### config.mk
export PLATFORM = sky130hd
export DESIGN_NAME = mvb_frame_tx
export DESIGN_NICKNAME = d
export VERILOG_FILES = /design/src/rtl/mvb_frame_tx.sv
export SDC_FILE = /design/constraint.sdc
export NUM_CORES = 1
export LEC_CHECK = 0
export CORE_UTILIZATION = 31
export CTS_CLUSTER_SIZE = 30
export DETAILED_ROUTE_END_ITERATION = 7
export REMOVE_ABC_BUFFERS = 1
export SETUP_SLACK_MARGIN = 0.5
export SLEW_MARGIN = 20
export SYNTH_ARGS = -nofsm -noshare
export SYNTH_HDL_FRONTEND = slang
export SYNTH_SLANG_ARGS = --single-unit
export TNS_END_PERCENT = 1
### constraint.sdc
create_clock -name clk_24M -period 3.8 [get_ports clk_24M]
set_clock_uncertainty 0.05 [all_clocks]
set_input_delay 0.57 -clock clk_24M [delete_from_list [all_inputs] [get_ports clk_24M]]
set_output_delay 0.57 -clock clk_24M [all_outputs]
set_load 0.02 [all_outputs]
### src/rtl/mvb_frame_tx.sv
// MVB frame transmitter: FIFO-buffered words sent as a Manchester-coded frame
// (start delimiter, data words, CRC-8, end delimiter) followed by an idle gap.
// state | meaning
// IDLE  | line released, waiting for an acceptable start
// SDEL  | 14 half-bit master/slave start delimiter
// DATA  | frame_words words, MSB first, popped on their first half-bit
// CRC   | 8-bit CRC (poly 0x07) of all data bits
// EDEL  | two low half-bits with the driver still enabled
// GAP   | driver off for GAP_BITS bit times, then done
module mvb_frame_tx #(
  parameter int DATA_W       = 16,
  parameter int FIFO_DEPTH   = 16,
  parameter int HALF_BIT_DIV = 8,
  parameter int MAX_WORDS    = 16,
  parameter int GAP_BITS     = 4
) (
  input  logic                          clk_24M,
  input  logic                          RESET,
  input  logic                          wr_en,
  input  logic [DATA_W-1:0]             wr_data,
  output logic                          full,
  output logic [$clog2(FIFO_DEPTH):0]   fifo_count,
  input  logic                          start,
  input  logic                          frame_type,
  input  logic [$clog2(MAX_WORDS):0]    frame_words,
  output logic                          busy,
  output logic                          done,
  output logic                          start_err,
  output logic                          tx_en,
  output logic                          data_out
);

  localparam int AW   = $clog2(FIFO_DEPTH);
  localparam int CW   = AW + 1;
  localparam int FW   = $clog2(MAX_WORDS) + 1;
  localparam int TW   = (HALF_BIT_DIV > 1) ? $clog2(HALF_BIT_DIV) : 1;
  localparam int HMAX = (DATA_W > GAP_BITS) ? 2 * DATA_W : 2 * GAP_BITS;
  localparam int HW   = $clog2(HMAX + 1);
  localparam logic [13:0] SDEL_MASTER = 14'b10111101000001;
  localparam logic [13:0] SDEL_SLAVE  = 14'b10101000110011;

  typedef enum logic [2:0] {S_IDLE, S_SDEL, S_DATA, S_CRC, S_EDEL, S_GAP} state_t;

  logic [DATA_W-1:0] r_mem [FIFO_DEPTH];
  logic [AW-1:0]     r_wptr, r_rptr;
  logic [CW-1:0]     r_count;
  logic              w_push, w_pop, w_full, w_accept_ok;
  logic [DATA_W-1:0] w_head;
  logic [13:0]       w_pat_sel;

  state_t            r_state, w_state_nx;
  logic [TW-1:0]     r_tmr, w_tmr_nx;
  logic [HW-1:0]     r_hidx, w_hidx_nx;
  logic [13:0]       r_pat, w_pat_nx;
  logic [DATA_W-1:0] r_shreg, w_shreg_nx;
  logic [7:0]        r_crc, w_crc_nx;
  logic [FW-1:0]     r_wleft, w_wleft_nx;
  logic              r_tx_en, w_tx_en_nx, r_data_out, w_dout_nx;
  logic              r_busy, w_busy_nx, r_done, w_done_nx, r_err, w_err_nx;
  logic              w_adv;

  function automatic logic [7:0] crc8_step(input logic [7:0] crc, input logic bit_in);
    crc8_step = {crc[6:0], 1'b0} ^ ({8{crc[7] ^ bit_in}} & 8'h07);
  endfunction

  assign w_full      = (r_count == CW'(FIFO_DEPTH));
  assign w_push      = wr_en && !w_full;
  assign w_head      = r_mem[r_rptr];
  assign w_pat_sel   = frame_type ? SDEL_MASTER : SDEL_SLAVE;
  assign w_adv       = (r_tmr == '0);
  assign w_accept_ok = (frame_words != '0) && (32'(frame_words) <= 32'(MAX_WORDS)) &&
                       (32'(r_count) >= 32'(frame_words));

  always_ff @(posedge clk_24M) begin
    if (w_push) r_mem[r_wptr] <= wr_data;
  end

  always_ff @(posedge clk_24M) begin
    if (!RESET) begin
      r_wptr  <= '0;
      r_rptr  <= '0;
      r_count <= '0;
    end else begin
      if (w_push) r_wptr <= r_wptr + AW'(1);
      if (w_pop)  r_rptr <= r_rptr + AW'(1);
      case ({w_push, w_pop})
        2'b10:   r_count <= r_count + CW'(1);
        2'b01:   r_count <= r_count - CW'(1);
        default: r_count <= r_count;
      endcase
    end
  end

  always_comb begin
    w_state_nx = r_state;
    w_tmr_nx   = w_adv ? TW'(HALF_BIT_DIV - 1) : r_tmr - TW'(1);
    w_hidx_nx  = w_adv ? r_hidx + HW'(1) : r_hidx;
    w_pat_nx   = r_pat;
    w_shreg_nx = r_shreg;
    w_crc_nx   = r_crc;
    w_wleft_nx = r_wleft;
    w_tx_en_nx = r_tx_en;
    w_dout_nx  = r_data_out;
    w_busy_nx  = r_busy;
    w_done_nx  = 1'b0;
    w_err_nx   = 1'b0;
    w_pop      = 1'b0;
    case (r_state)
      S_IDLE: begin
        w_tmr_nx  = TW'(HALF_BIT_DIV - 1);
        w_hidx_nx = '0;
        if (start) begin
          if (w_accept_ok) begin
            w_state_nx = S_SDEL;
            w_tx_en_nx = 1'b1;
            w_busy_nx  = 1'b1;
            w_crc_nx   = '0;
            w_wleft_nx = frame_words;
            w_dout_nx  = w_pat_sel[13];
            w_pat_nx   = {w_pat_sel[12:0], 1'b0};
          end else begin
            w_err_nx = 1'b1;
          end
        end
      end
      S_SDEL: begin
        if (w_adv) begin
          if (r_hidx == HW'(13)) begin
            w_state_nx = S_DATA;
            w_hidx_nx  = '0;
            w_pop      = 1'b1;
            w_shreg_nx = w_head;
            w_dout_nx  = w_head[DATA_W-1];
            w_crc_nx   = crc8_step(r_crc, w_head[DATA_W-1]);
          end else begin
            w_dout_nx = r_pat[13];
            w_pat_nx  = {r_pat[12:0], 1'b0};
          end
        end
      end
      S_DATA: begin
        if (w_adv) begin
          if (r_hidx == HW'(2 * DATA_W - 1)) begin
            w_wleft_nx = r_wleft - FW'(1);
            w_hidx_nx  = '0;
            if (r_wleft == FW'(1)) begin
              w_state_nx = S_CRC;
              w_dout_nx  = r_crc[7];
            end else begin
              w_pop      = 1'b1;
              w_shreg_nx = w_head;
              w_dout_nx  = w_head[DATA_W-1];
              w_crc_nx   = crc8_step(r_crc, w_head[DATA_W-1]);
            end
          end else if (!r_hidx[0]) begin
            w_dout_nx = ~r_shreg[DATA_W-1];
          end else begin
            // Next bit moves to the MSB; it also feeds the CRC as it starts.
            w_shreg_nx = {r_shreg[DATA_W-2:0], 1'b0};
            w_dout_nx  = r_shreg[DATA_W-2];
            w_crc_nx   = crc8_step(r_crc, r_shreg[DATA_W-2]);
          end
        end
      end
      S_CRC: begin
        if (w_adv) begin
          if (r_hidx == HW'(15)) begin
            w_state_nx = S_EDEL;
            w_hidx_nx  = '0;
            w_dout_nx  = 1'b0;
          end else if (!r_hidx[0]) begin
            w_dout_nx = ~r_crc[7];
          end else begin
            w_crc_nx  = {r_crc[6:0], 1'b0};
            w_dout_nx = r_crc[6];
          end
        end
      end
      S_EDEL: begin
        if (w_adv && r_hidx == HW'(1)) begin
          w_state_nx = S_GAP;
          w_hidx_nx  = '0;
          w_tx_en_nx = 1'b0;
          w_dout_nx  = 1'b0;
        end
      end
      S_GAP: begin
        if (w_adv && r_hidx == HW'(2 * GAP_BITS - 1)) begin
          w_state_nx = S_IDLE;
          w_hidx_nx  = '0;
          w_done_nx  = 1'b1;
          w_busy_nx  = 1'b0;
        end
      end
      default: w_state_nx = S_IDLE;
    endcase
  end

  always_ff @(posedge clk_24M) begin
    if (!RESET) begin
      r_state    <= S_IDLE;
      r_tmr      <= '0;
      r_hidx     <= '0;
      r_pat      <= '0;
      r_shreg    <= '0;
      r_crc      <= '0;
      r_wleft    <= '0;
      r_tx_en    <= 1'b0;
      r_data_out <= 1'b0;
      r_busy     <= 1'b0;
      r_done     <= 1'b0;
      r_err      <= 1'b0;
    end else begin
      r_state    <= w_state_nx;
      r_tmr      <= w_tmr_nx;
      r_hidx     <= w_hidx_nx;
      r_pat      <= w_pat_nx;
      r_shreg    <= w_shreg_nx;
      r_crc      <= w_crc_nx;
      r_wleft    <= w_wleft_nx;
      r_tx_en    <= w_tx_en_nx;
      r_data_out <= w_dout_nx;
      r_busy     <= w_busy_nx;
      r_done     <= w_done_nx;
      r_err      <= w_err_nx;
    end
  end

  assign full       = w_full;
  assign fifo_count = r_count;
  assign busy       = r_busy;
  assign done       = r_done;
  assign start_err  = r_err;
  assign tx_en      = r_tx_en;
  assign data_out   = r_data_out;

endmodule
-- Yosys cells after proc, flatten, opt, wreduce, memory -nomap -nowiden
Memory sizes are Yosys's and may differ from the RTL's. A register that Yosys moved wholly into a read port is not among the register bits.
Index checks and enable logic that the tools add are counted.
- flip-flop bits (word level): 73
- latch bits: 0
- memory bits (writable): 256
- memory bits (read-only): 0
- output and inout bits: 11
- word-level logic and storage cells: 173
- memories: 1
- memory list (memory ; words ; width ; read ports ; clocked after Yosys merged registers in ; wr ports ; line ; RTL):
    r_mem ; 16 ; 16 ; 1 ; 1 ; 1 ; 44 ; logic [DATA_W-1:0] r_mem [FIFO_DEPTH];
- add/sub/neg operators: 7
- multiply operators: 0
- divide/modulo/power cells: 0
- order comparisons: 2
- equal/unequal tests: 30
- shift operators: 0
- multiplexer cells: 85
- bitwise gates (word level): 6
- reductions and logical operators: 27
- operator list (kind ; number):
    $mux 16 ; 6
    $mux 8 ; 11
    $mux 14 ; 4
    $mux 6 ; 9
    $mux 3 ; 13
    $pmux 6 s6 ; 1
    $pmux 16 s2 ; 1
    $pmux 8 s4 ; 1
    $ne 2x2->1 const B ; 14
    $pmux 14 s2 ; 1
    $mux 1 ; 24
    $reduce_and 11->1 ; 2
    $mux 5 ; 4
    $pmux 5 s2 ; 2
    $pmux 3 s6 ; 1
    $xor 8x3->8 ; 2
    $eq 6x4->1 const B ; 2
    $reduce_bool 2->1 ; 6
    $mux 11 ; 1
    $reduce_and 5->1 ; 2
    $reduce_bool 5->1 ; 2
    $sub 5x1->5 const B ; 2
    $add 4x1->4 const B ; 2
    $mux 4 ; 2
    other kinds (29) ; 42

-- Depth between registers and ports, before layout
Gate-level depths: netlist of the first run.
- depth after elaboration: 7
- gate-level depth with buffers: 16

-- Least setup slack after synthesis of the first run
OpenSTA, ideal clock, no wires.
- path type: flip-flop to flip-flop
- start: reg r_state[2]
- end: reg r_count[2], in the netlist fifo_count[2]
- arrival: 3.154 ns
- data required time: 3.680 ns
- setup slack: 0.526 ns
- cell stages (with the launch flop): 16
- period minus slack after synthesis: 3.274 ns
- cell sequence: dfxtp_1 buf_2 or3b_1 clkbuf_1 nor2_1 a32oi_1 nor2_2 ha_1 clkbuf_1 xor2_1 ha_1 a41o_1 a31o_2 xnor2_1 or3_1 a21oi_1
- longest elaborated chain between the ends: 4
- elaborated cells between the ends (all ways): 7
- those cells by class: eq/ne (4); mux (2); reduce/logical (1)
- RTL lines (what ; line ; RTL):
    start, declared ; 51 ; state_t r_state, w_state_nx;
    start signal, assigned ; 214 ; r_state <= w_state_nx;
    $eq 3x2->1 / $eq 3x1->1 (equally long branches) ; 108 ; case (r_state)
    $pmux 1 s2 (*) ; 108 ;
    named net w_pop ; 47 ; logic w_push, w_pop, w_full, w_accept_ok;
    $eq 2x1->1 / $eq 2x2->1 (equally long branches) ; 86 ; case ({w_push, w_pop})
    $pmux 5 s2 / $reduce_bool 2->1 (equally long branches) ; -- ;
    end signal, assigned ; 87 ; 2'b10: r_count <= r_count + CW'(1);
    end signal, assigned ; 88 ; 2'b01: r_count <= r_count - CW'(1);
    end signal, assigned ; 89 ; default: r_count <= r_count;
    end, declared ; 46 ; logic [CW-1:0] r_count;
The timed path passes the listed nets; every way through them passes the cells marked *.
A chain may end at the register's enable or synchronous reset.

-- Worst setup path after layout of the first run
- start: reg r_state[1]
- end: reg r_count[2], in the netlist fifo_count[2]
The elaborated chain is that of the path after synthesis.

==> out/metrics.yaml, run 1 <==
clk_latency_ps: 530
cp_max_fo: 8
p_leak_nw: 5.13
ys_seq_area_share_pct: 66.4
rsz0062_at_grt: "no"
numCtsBuffers: 34
fin_crit_sh_pct: 83.8
hold_buffers: 0
final-setup-viol-count: 0
core_area_mm2: 0.0441
clkTransAtPathRegs_ps: 60
ys_async_sr_fraction_pct: 0
peakVddDrop_mv: 0.394
max_cap_viol_count: 0
fmax_mhz: 314
grt_pass1_wl_um: 47200
postSynthCellCount: 908
dp_hpwl_um: 18300
cts.path.max_buffers: 3
cts_num_sinks: 332
drtAntennaViolNets: 0
nNetsFinal: 1008
postSynthAreaPerCell_um2: 15.3
maxSlewViolCount: 0
drc_errors: 0
row_count: 77
grt_overflow: 0
syn-cell-area_mm2: 0.0139
place.gp.congestion: 0.834
synthFlopType: "edfxtp_1"
grt_antenna_before_repair: 1
final_cell_mix: "256 x edfxtp_1, 79 x mux4_2, 77 x nand2_1"
htree_levels: 2
synth_edf_count: 256
die-area_mm2: 0.0456
die-width_um: 213
endpoint_kind: "flip-flop"
drive_above_1_share_pct: 20.7
cts_tree: "built"
grt_max_degree: 43
wl_per_cell_um: 19.4
finalPower_mw: 8.62
layout_commonest_cell: "edfxtp_1"
drt_iter0_markers: 701
ys_ff_latch: 332
max-slew-margin-rel_pct: 52.8
status: "finished clean"
grt_usage_pct: 13.7
root_buffer: "clkbuf_16"
yosysWarnings: 0
final_core_util_pct: 36.7
initial_utilization_pct: 31.4
ios: 37
hold_viol_final: 0
worst_pin_slew_ps: 706
arrival_ps: 3590
crit_required_ps: 4210
powerDensity_mw_per_mm2: 532
tns_ps: 0
viasPerCell: 5.05
critical_path_class: "flip-flop to flip-flop"
die_h_um: 213
port_buffers: 36
drt_pass1_iterations: 5
synth_cell_types: 75
final_cells: 1581
area_delta_synth_final_pct: 16.8
min_period_ps: 3180
dp.cells: 1518
startpoint_type: "flip-flop"
min_path_type: "flip-flop to flip-flop"
vias: 7979
grt_pass1_vias: 7956
wirelength_um: 30700
## stage by stage
stage / cell area (µm²) / hold WS (ps) / worst slack (ps)
2_1_floorplan: 13600 / 358 / -953
3_3_place_gp: 15100 / 372 / 396
3_5_place_dp: 15100 / 376 / 316
4_1_cts: 16200 / 385 / 524
5_1_grt: 16200 / 410 / 512
6_report: 16200 / 385 / 617
## registers in the layout, indices dropped and copies added, names as in the netlist, named ones only
signal / count
data_out: 1
r_state: 3
r_wptr: 4
r_wleft: 5
r_mem: 256
done: 1
tx_en: 1
fifo_count: 5
busy: 1
r_shreg: 16
r_crc: 8
start_err: 1
r_rptr: 4
r_hidx: 6
r_pat: 13
r_tmr: 3
## worst max-delay path, cell delays in order (launching register included)
cell	delay (ps)
dfxtp_1	330
or3b_1	450
nor2_1	330
a32oi_1	140
nor2_2	170
ha_2	300
xor2_1	90
ha_1	210
a41o_1	210
a31o_2	240
xnor2_1	140
or3_1	310
a21oi_1	140
## per-layer routing
| metal | global-route usage [%] | share of wire (%) | wire length, µm |
|---|---|---|---|
| met2 | 22.7 | 49 | 15000 |
| met4 | 3.40 | 1.6 | 502 |
| met5 | 0 | 0 | 0 |
| met3 | 2.83 | 4.9 | 1510 |
| met1 | 18.4 | 45 | 13700 |
## final timing paths
check	start	depth (start not counted)	slack, ps	end
worst min-delay path	r_tmr[0]	1	390	r_tmr[0]
worst max-delay path	r_state[1]	12	620	fifo_count[2]
worst max register to register	r_state[1]	12	620	fifo_count[2]
worst min register to register	r_tmr[0]	1	390	r_tmr[0]
## layout make-up
cell class / instances / area, µm²
antenna: 1 / 2.50
tap: 592 / 741
clock inverter: 22 / 215
fill: 4229 / 27900
multi-input combinational: 503 / 4410
clock buffer: 39 / 880
inverter: 17 / 63.8
timing repair buffer: 75 / 666
sequential: 332 / 9220
## cells by family (layout without fill, tap and decap cells)
| family | Yosys count | count (layout) | synth area share, % |
|---|---|---|---|
| flops | 332 | 332 | 66.4 |
| simple gates | 233 | 233 | 7.92 |
| compound gates | 142 | 142 | 6.71 |
| mux | 91 | 91 | 13.8 |
| buf+inv | 73 | 153 | 2.22 |
| fa+ha+maj | 19 | 19 | 1.71 |
| xor+xnor | 18 | 18 | 1.19 |
| other cells | 0 | 1 | 0 |
## report_power, final
part / internal, mW / leakage, nW / switching [mW]
registers: 4.11 / 2.93 / 0.120
clock network: 1.89 / 0.530 / 1.40
logic: 0.415 / 1.67 / 0.684
## Yosys cell counts, types with 4 or more instances
| master | instances | area share, % |
|---|---|---|
| o21ai_0 | 29 | 1.0 |
| xnor2_1 | 7 | 0.44 |
| o211ai_1 | 4 | 0.22 |
| buf_2 | 15 | 0.54 |
| mux4_2 | 79 | 13 |
| inv_1 | 16 | 0.43 |
| edfxtp_1 | 256 | 55 |
| nand2_1 | 77 | 2.1 |
| nand3_1 | 11 | 0.40 |
| a311oi_1 | 18 | 1.1 |
| nand2b_1 | 10 | 0.45 |
| ha_1 | 19 | 1.7 |
| nor3_1 | 14 | 0.51 |
| mux2i_1 | 9 | 0.65 |
| nor2_1 | 77 | 2.1 |
| o2111ai_1 | 4 | 0.25 |
| a31oi_1 | 9 | 0.41 |
| clkbuf_1 | 35 | 0.95 |
| xor2_1 | 10 | 0.63 |
| and2_1 | 5 | 0.23 |
| a21oi_1 | 43 | 1.6 |
| dfxtp_1 | 76 | 11 |
| nand4_1 | 6 | 0.27 |
## what timing repair did
item,in CTS,in global routing
buffers inserted,0,1
setup endpoints to repair,2,2
resized for setup,2,2
pin swaps,0,1
No activity file was read; power rests on OpenSTA's default activity.
==> run 2: changes to the inputs <==
- clock period: 3.8 -> 2.9 ns (I/O delays scaled with it)
==> run 2 against run 1 <==
Against the previous run: worst setup slack worse by 400 ps; wire length up 2.1%; sequential power up 31%; register-to-register slack worse by 400 ps; flip-flop and latch count unchanged; critical path depth up 3; critical endpoint is now fifo_count[4]; highest routed layer unchanged.
==> out/metrics.yaml, run 2 (same netlist as run 1, synthesis figures left out) <==
viasPerCell: 4.99
p_switching_mw: 2.91
critPathTopFamily: "compound AO/OA/AOI/OAI gates"
arrival_ps: 3100
die-area_mm2: 0.0456
nNetsFinal: 1054
switching_share_pct: 25.9
layout_commonest_cell: "edfxtp_1"
worst_pin_slew_ps: 639
initial_utilization_pct: 31.4
tns_ps: 0
cp_cell_sequence: "inv_2 > ha_4 > nor4b_4 > nor2_2 > a32oi_2 > nor2_2 > ha_2 > xor2_1 > ha_2 > a41o_1 > a31o_4 > nand4b_1 > a21oi_2 > o21bai_1 > mux2i_1"
holdWs_ps: 377
die-width_um: 213
final_core_util_pct: 37.5
cp_num_buf_inv: 1
maxSlewViolCount: 0
endpoint_kind: "flip-flop"
place.gp.congestion: 0.835
grt_pass1_wl_um: 48400
largest_register_ff_count: 256
drtAntennaViolNets: 0
port_buffers: 36
clkTransAtPathRegs_ps: 60
cts_tree: "built"
max_cap_viol_count: 0
min_path_type: "flip-flop to flip-flop"
multi_input_area_mm2: 0.00445
nFillCells: 4214
critical_path_class: "flip-flop to flip-flop"
critPathSlowestCell: "dfxtp_2"
row_count: 77
cp_max_fo: 3
cts_num_sinks: 332
combPwrFrac_pct: 13.6
htree_levels: 2
dp_hpwl_um: 19700
drive_above_1_share_pct: 24.6
wl_per_cell_um: 19.2
numCtsBuffers: 35
grt_antenna_before_repair: 1
grt_max_degree: 33
drt_iter0_markers: 676
dp_slack_ps: -129
powerDensity_mw_per_mm2: 680
p_seq_share_pct: 49.3
status: "finished clean"
top_register: "r_mem"
crit_required_ps: 3310
wirelength_um: 31300
hold_viol_final: 0
rsz0062_at_grt: "yes"
setup_ws_ps: 212
reg2reg_setup_slack_ps: 210
cpPeakStageDelay_ps: 330
drt_pass1_iterations: 5
clk_latency_ps: 530
max-slew-margin-rel_pct: 57.4
p_leak_nw: 5.37
grt_pass1_vias: 8266
cts.path.max_buffers: 3
finalPower_mw: 11.2
vias: 8123
hold_buffers: 0
largestRegisters: "r_mem (256), r_shreg (16), r_pat (13)"
drc_errors: 0
startpoint_type: "flip-flop"
min_period_ps: 2690
grt_usage_pct: 14.1
core_area_mm2: 0.0441
final-setup-viol-count: 0
fin_crit_sh_pct: 92.7
peakVddDrop_mv: 0.454
root_buffer: "clkbuf_16"
ios: 37
p_int_mw: 8.32
final_cell_mix: "256 x edfxtp_1, 83 x buf_4, 79 x mux4_2"
p_clk_share_pct: 37.1
die_h_um: 213
seq_area_mm2: 0.00922
fmax_mhz: 372
grt_overflow: 0
area_delta_synth_final_pct: 19.2
## run 2: changes by cell type in the layout (fill, tap and decap cells not counted), sizes merged
cell / change
buf: +45
bufinv: -2
clkbuf: +4
clkinv: +2
clkinvlp: -3
inv: +1
## run 2: repair_timing
item,CTS,global route
gates cloned,0,0
buffers inserted,4,2
endpoints found under the setup margin,27,56
pin swaps,5,7
gates resized for setup,13,1
## run 2: worst paths after layout
path,start,to,cells after the start
max,r_wleft[1],fifo_count[4],15
min,r_tmr[0],r_tmr[0],1
max reg2reg,r_wleft[1],fifo_count[4],15
min reg2reg,r_tmr[0],r_tmr[0],1
## run 2: cell type report
cell class	count	area share [%]
clock buffer	43	5.48
clock inverter	20	0.863
inverter	17	0.386
sequential	332	55.8
multi-input combinational	503	26.9
tap	592	4.48
timing repair buffer	120	6.07
antenna	1	0.0151
## run 2: power by group through the flow
stage / registers, mW / logic, mW / clock network [mW]
floorplan: 5.66 / 0.883 / 0
global placement: 5.61 / 1.46 / 0
detailed placement: 5.62 / 1.49 / 0
CTS: 5.53 / 1.51 / 4.26
global route: 5.56 / 1.69 / 4.45
finish: 5.54 / 1.53 / 4.17
## run 2: per-layer routing
| metal | GRT usage (%) | routed length [µm] | up-vias |
|---|---|---|---|
| met3 | 2.43 | 1550 | 43 |
| met2 | 23.9 | 15400 | 215 |
| met4 | 3.42 | 502 | 0 |
| met5 | 0 | 0 | - |
| li1 | - | - | 3744 |
| met1 | 18.6 | 13900 | 4121 |
## run 2: per-stage QoR
step	cells	instance area, µm²
after floorplan	852	13600
after global placement	1558	15400
after detailed placement	1558	15400
after CTS	1625	16500
after global routing	1627	16500
final	1628	16500
==> run 3: changes to the inputs <==
- clock period: 2.9 -> 2.35 ns (I/O delays scaled with it)
==> run 3 against run 2 <==
Against the previous run: count of clock-buffer cells in the layout rose by 6; first-iteration DRC count fell by 8.3%; the flow now finishes with violations (setup timing); register-to-register slack got worse by 590 ps; design area rose by 5.9%; worst hold slack improved by 29 ps; flip-flop and latch count did not move; critical path depth fell by 1; largest power group unchanged; core utilization rose by 2.2 points; via count rose by 2.4%; critical path type unchanged; total power rose by 30%; clock power rose by 32%; global-route usage rose by 0.084 points.
==> out/metrics.yaml, run 3 (same netlist as run 1, synthesis figures left out) <==
drtAntennaViolNets: 0
holdWs_ps: 406
final-setup-viol-count: 5
final_cells: 1682
largestRegisters: "r_mem (256), r_shreg (16), r_pat (13)"
arrival_ps: 3130
powerDensity_mw_per_mm2: 835
worst_pin_slew_ps: 598
initial_utilization_pct: 31.4
top_register: "r_mem"
p_int_mw: 10.8
cts_num_sinks: 332
setup_ws_ps: -374
clkTransAtPathRegs_ps: 60
fmax_mhz: 367
combPwrFrac_pct: 15.5
hold_viol_final: 0
drive_above_1_share_pct: 33.3
dp.cells: 1606
die-width_um: 213
r2r_cells: 14
p_switching_mw: 3.79
p_clk_share_pct: 37.8
die-area_mm2: 0.0456
grt_max_degree: 40
crit_required_ps: 2760
max-slew-margin-rel_pct: 60.0
hold_buffers: 0
dp_hpwl_um: 20100
wl_per_cell_um: 18.6
cp_cell_sequence: "inv_2 > ha_4 > nor4b_4 > nor2_2 > a32oi_2 > nor2_2 > ha_2 > xor2_1 > ha_2 > a41o_1 > a31o_4 > xnor2_1 > or3_1 > a21oi_2"
largest_register_ff_count: 256
status: "complete, but fails checks"
critPathSlowestCell: "or3_1"
cts_tree: "built"
htree_levels: 2
area_delta_synth_final_pct: 26.2
cpPeakStageDelay_ps: 330
viasPerCell: 4.94
grt_pass1_wl_um: 49000
min_period_ps: 2720
cp_max_fo: 3
grt_antenna_before_repair: 1
port_buffers: 36
ios: 37
grt_pass1_vias: 8480
vias: 8317
min_path_type: "flip-flop to flip-flop"
maxSlewViolCount: 0
p_leak_nw: 5.85
core_area_mm2: 0.0441
layout_commonest_cell: "edfxtp_1"
wirelength_um: 31300
p_seq_share_pct: 46.8
fin_crit_sh_pct: 116
grt_usage_pct: 14.1
numCtsBuffers: 37
die_h_um: 213
drt_pass1_iterations: 6
drt_iter0_markers: 620
cts.path.max_buffers: 3
row_count: 77
final_cell_mix: "256 x edfxtp_1, 111 x buf_4, 79 x mux4_2"
max_cap_viol_count: 0
root_buffer: "clkbuf_16"
startpoint_type: "flip-flop"
clk_latency_ps: 530
drc_errors: 0
peakVddDrop_mv: 0.602
hold_depth: 2
critical_path_class: "flip-flop to flip-flop"
grt_overflow: 0
switching_share_pct: 26.0
rsz0062_at_grt: "yes"
violations: "setup timing"
nNetsFinal: 1106
endpoint_kind: "flip-flop"
place.gp.congestion: 0.860
run 3: changes by cell type in the layout (fill, tap and decap cells not counted), moves of 7 or more:
cell             change
buf_12               +9
buf_4               +28
buf_6               +13
clkdlybuf4s50_1     -11
dlygate4sd2_1        +9
nand2_1              -7
nor2_4               +9
o21ai_0             -16
o21ai_2             +11
run 3: worst paths after layout:
check	from	slack (ps)	to
setup reg to reg	r_wleft[1]	-370	fifo_count[2]
setup / recovery	r_wleft[1]	-370	fifo_count[2]
hold reg to reg	r_pat[7]	410	r_pat[8]
hold / removal	r_pat[7]	410	r_pat[8]
run 3: power by group through the flow:
stage	registers [mW]	clock network (mW)	logic [mW]
2_1_floorplan	6.98	0	1.09
3_3_place_gp	6.92	0	1.96
3_5_place_dp	6.93	0	1.99
4_1_cts	6.83	5.67	2.21
5_1_grt	6.87	5.87	2.49
6_report	6.83	5.51	2.26
run 3: final cells by class:
type,count,area (µm²)
Sequential cell,332,9220
Multi-Input combinational cell,503,4750
Clock buffer,49,1020
Fill cell,4152,26600
Clock inverter,18,155
Antenna cell,1,2.50
Tap cell,592,741
Inverter,17,66.3
Timing Repair Buffer,170,1550
run 3: worst max-delay path: cells and delay by family (launching register included):
kind            cells  cell delay, ps
xor+xnor            2             270
flops               1             320
simple gates        4             700
buf+inv             1              70
fa+ha+maj           3             480
compound gates      4             770
run 3: repair_timing:
action                                  in CTS  in global routing
hold endpoints to repair                     0                  0
resized for setup                          108                 24
setup buffers                                4                  4
endpoints found under the setup margin     333                325
pin swaps                                   49                 38
run 3: per-stage QoR:
| step | worst slack [ps] | power (mW) | area (µm²) | utilization [%] | TNS (ps) |
|---|---|---|---|---|---|
| 3_5_place_dp | -662 | 8.92 | 15800 | 35.9 | -8320 |
| 2_1_floorplan | -2400 | 8.07 | 13600 | - | -173360 |
| 3_3_place_gp | -568 | 8.88 | 15800 | 35.9 | -7480 |
| 4_1_cts | -355 | 14.7 | 17400 | 39.4 | -992 |
| 6_report | -374 | 14.6 | 17500 | 39.7 | -937 |
| 5_1_grt | -502 | 15.2 | 17500 | 39.7 | -1860 |
run 3: routing by layer:
layer	global-route usage (%)	vias to the layer above	part of all wire [%]
met4	4.26	0	2.3
met1	18.5	4207	44
met5	0	-	0
met3	2.78	52	5.0
met2	23.7	197	49
li1	-	3861	-
==> edit (settings of run 1) <==
`MAX_WORDS`: 16 -> 8.
--- a/src/rtl/mvb_frame_tx.sv
+++ b/src/rtl/mvb_frame_tx.sv
@@ -12,5 +12,5 @@
   parameter int FIFO_DEPTH   = 16,
   parameter int HALF_BIT_DIV = 8,
-  parameter int MAX_WORDS    = 16,
+  parameter int MAX_WORDS    = 8,
   parameter int GAP_BITS     = 4
 ) (
Interface: changed (resized frame_words); port bits go from 37 to 36. The function was not compared with the original's and may differ.
==> edit against run 1 <==
Cell area is 0.49% lower; sequential cell count is 1 lower; maximum frequency rose by 5.2%; via count fell by 2.6%; wire length decreased by 2.0%; synthesized area shrank 0.94%; setup slack improved by 0.16 ns; critical endpoint unchanged.
Power is not compared: it rests on default switching activity, and its combinational part moved more than twofold at a synthesized area within 25%.
==> edit: results (changes against run 1) <==
CTS H-tree depth = 2 (unchanged)
Crit-path max FO = 13 (+5)
DP Area = 15000 µm² (-0.64%)
GR Layer Usage met1 = 18.3% (-0.12 points)
Sequential share of the synthesized area = 66.9% (+0.48 points)
Layout fillers = 4107 (-2.9%)
First-pass GRT wire length = 46.8 mm (-0.82%)
Post-place setup slack = 0.347 ns (+0.0311 ns)
FFs w/ async S/R, synth = 0% (unchanged)
Final WL = 30.1 mm (-2.0%)
R2R cell count = 10 (-2)
Final #Nets = 987 (-2.1%)
Antenna violations before repair = 1 (unchanged)
Clock root cell = clkbuf_16
Global Route Usage Sum = 13.7% (about the same)
Routed met1 length = 13.8 mm (+0.51%)
Iter 0 DRT Violations = 652 (-7.0%)
Post-DP HPWL = 18.1 mm (-0.91%)
Hold WC Path Type = reg -> reg
Critical Path Max Stage Delay = 0.56 ns (+0.11 ns)
Fraction of final layout cells sized beyond drive strength 1 = 21.4% (+0.64 points)
Synth area leaders = edfxtp_1, mux4_2, dfxtp_1, nor2_1, nand2_1
Post-synth EDFFs = 256 (unchanged)
Slew HR = 37.6% (-15 points)
Count of cell types in the netlist = 63 (-16%)
DR vias/cell = 5.00 (-0.86%)
Outcome = complete, no violations
Hold depth = 1 (unchanged)
Biggest registers after layout = r_mem: 256 flops, r_shreg: 16 flops, r_pat: 13 flops
Total CTS buffers = 34 (unchanged)
GR Util met3 = 2.36% (-0.46 points)
Clock Path Buffers = 3 (unchanged)
M2 GR Usage = 22.7% (+0.058 points)
Largest net degree at the start of global routing = 36 (-16%)
CP max-delay cell = or4_4
PortBufs = 35 (-2.8%)
Mean area per synthesized cell = 15.5 µm² (+1.5%)
Non-Filler Instances = 1553 (-1.8%)
Pre-antenna DRT Iters = 7 (+2)
Met2 WL post-DR = 14.4 mm (-3.7%)
Vias in the first global route = 7915 (-0.52%)
Cell family with most CP delay = simple AND/OR/NAND/NOR gates
Metal3 WL = 1.26 mm (-17%)
Crit path DAT = 3.43 ns (-0.16 ns)
Top post-synthesis cells by count = edfxtp_1, mux4_2, dfxtp_1, nor2_1, nand2_1
Routability congestion estimate = 0.864 (+3.6%)
Max VDD drop = 0.267 mV
Ant diodes = 0 (-1)
Placed cell count = 1491 (-1.8%)
Top sig layer = met5
Warnings from Yosys = 0 (unchanged)
-- edit: what timing repair did --
action,in CTS,in global routing
pin swaps,0,3
endpoints found under the setup margin,2,2
buffers inserted,0,2
gates resized for setup,2,4
-- edit: report_power, final --
group	internal, mW	switching, mW	total [mW]
registers	3.95	0.0238	3.97
logic	0.124	0.210	0.334
clock network	1.91	1.37	3.27
-- edit: worst paths after layout --
path	slack (ns)	from	to
min reg2reg	0.40	r_tmr[0]$_SDFF_PN0_	r_tmr[0]$_SDFF_PN0_
max reg2reg	0.77	r_state[2]$_SDFFE_PN0P_	fifo_count[2]$_SDFFE_PN0P_
min	0.40	r_tmr[0]$_SDFF_PN0_	r_tmr[0]$_SDFF_PN0_
max	0.77	r_state[2]$_SDFFE_PN0P_	fifo_count[2]$_SDFFE_PN0P_
-- edit: worst reg2reg max path, stage by stage, from the launching register on --
cell and delay [ns]:
dfxtp_1 0.31, or3b_4 0.48, or4_4 0.57, a21oi_4 0.21
ha_4 0.23, xor2_1 0.09, ha_1 0.19, a21oi_1 0.26
xor2_1 0.12, or3_1 0.31, a21oi_1 0.14
-- edit: logic make-up after synthesis --
family | Yosys count | synth area share (%)
flops | 331 | 66.9
simple gates | 201 | 7.02
compound gates | 149 | 7.10
mux | 88 | 13.6
buf+inv | 76 | 2.25
xor+xnor | 23 | 1.47
fa+ha+maj | 18 | 1.64
-- edit: layout make-up --
| type | count | area (µm²) | area share (%) |
|---|---|---|---|
| multi-input cells | 479 | 4320 | 26.8 |
| flip-flops and latches | 331 | 9200 | 57.1 |
| repair buffers | 79 | 706 | 4.38 |
| inverters | 19 | 71.3 | 0.443 |
| clock buffers | 48 | 956 | 5.93 |
| clock inverters | 12 | 138 | 0.854 |
| well taps | 585 | 732 | 4.54 |
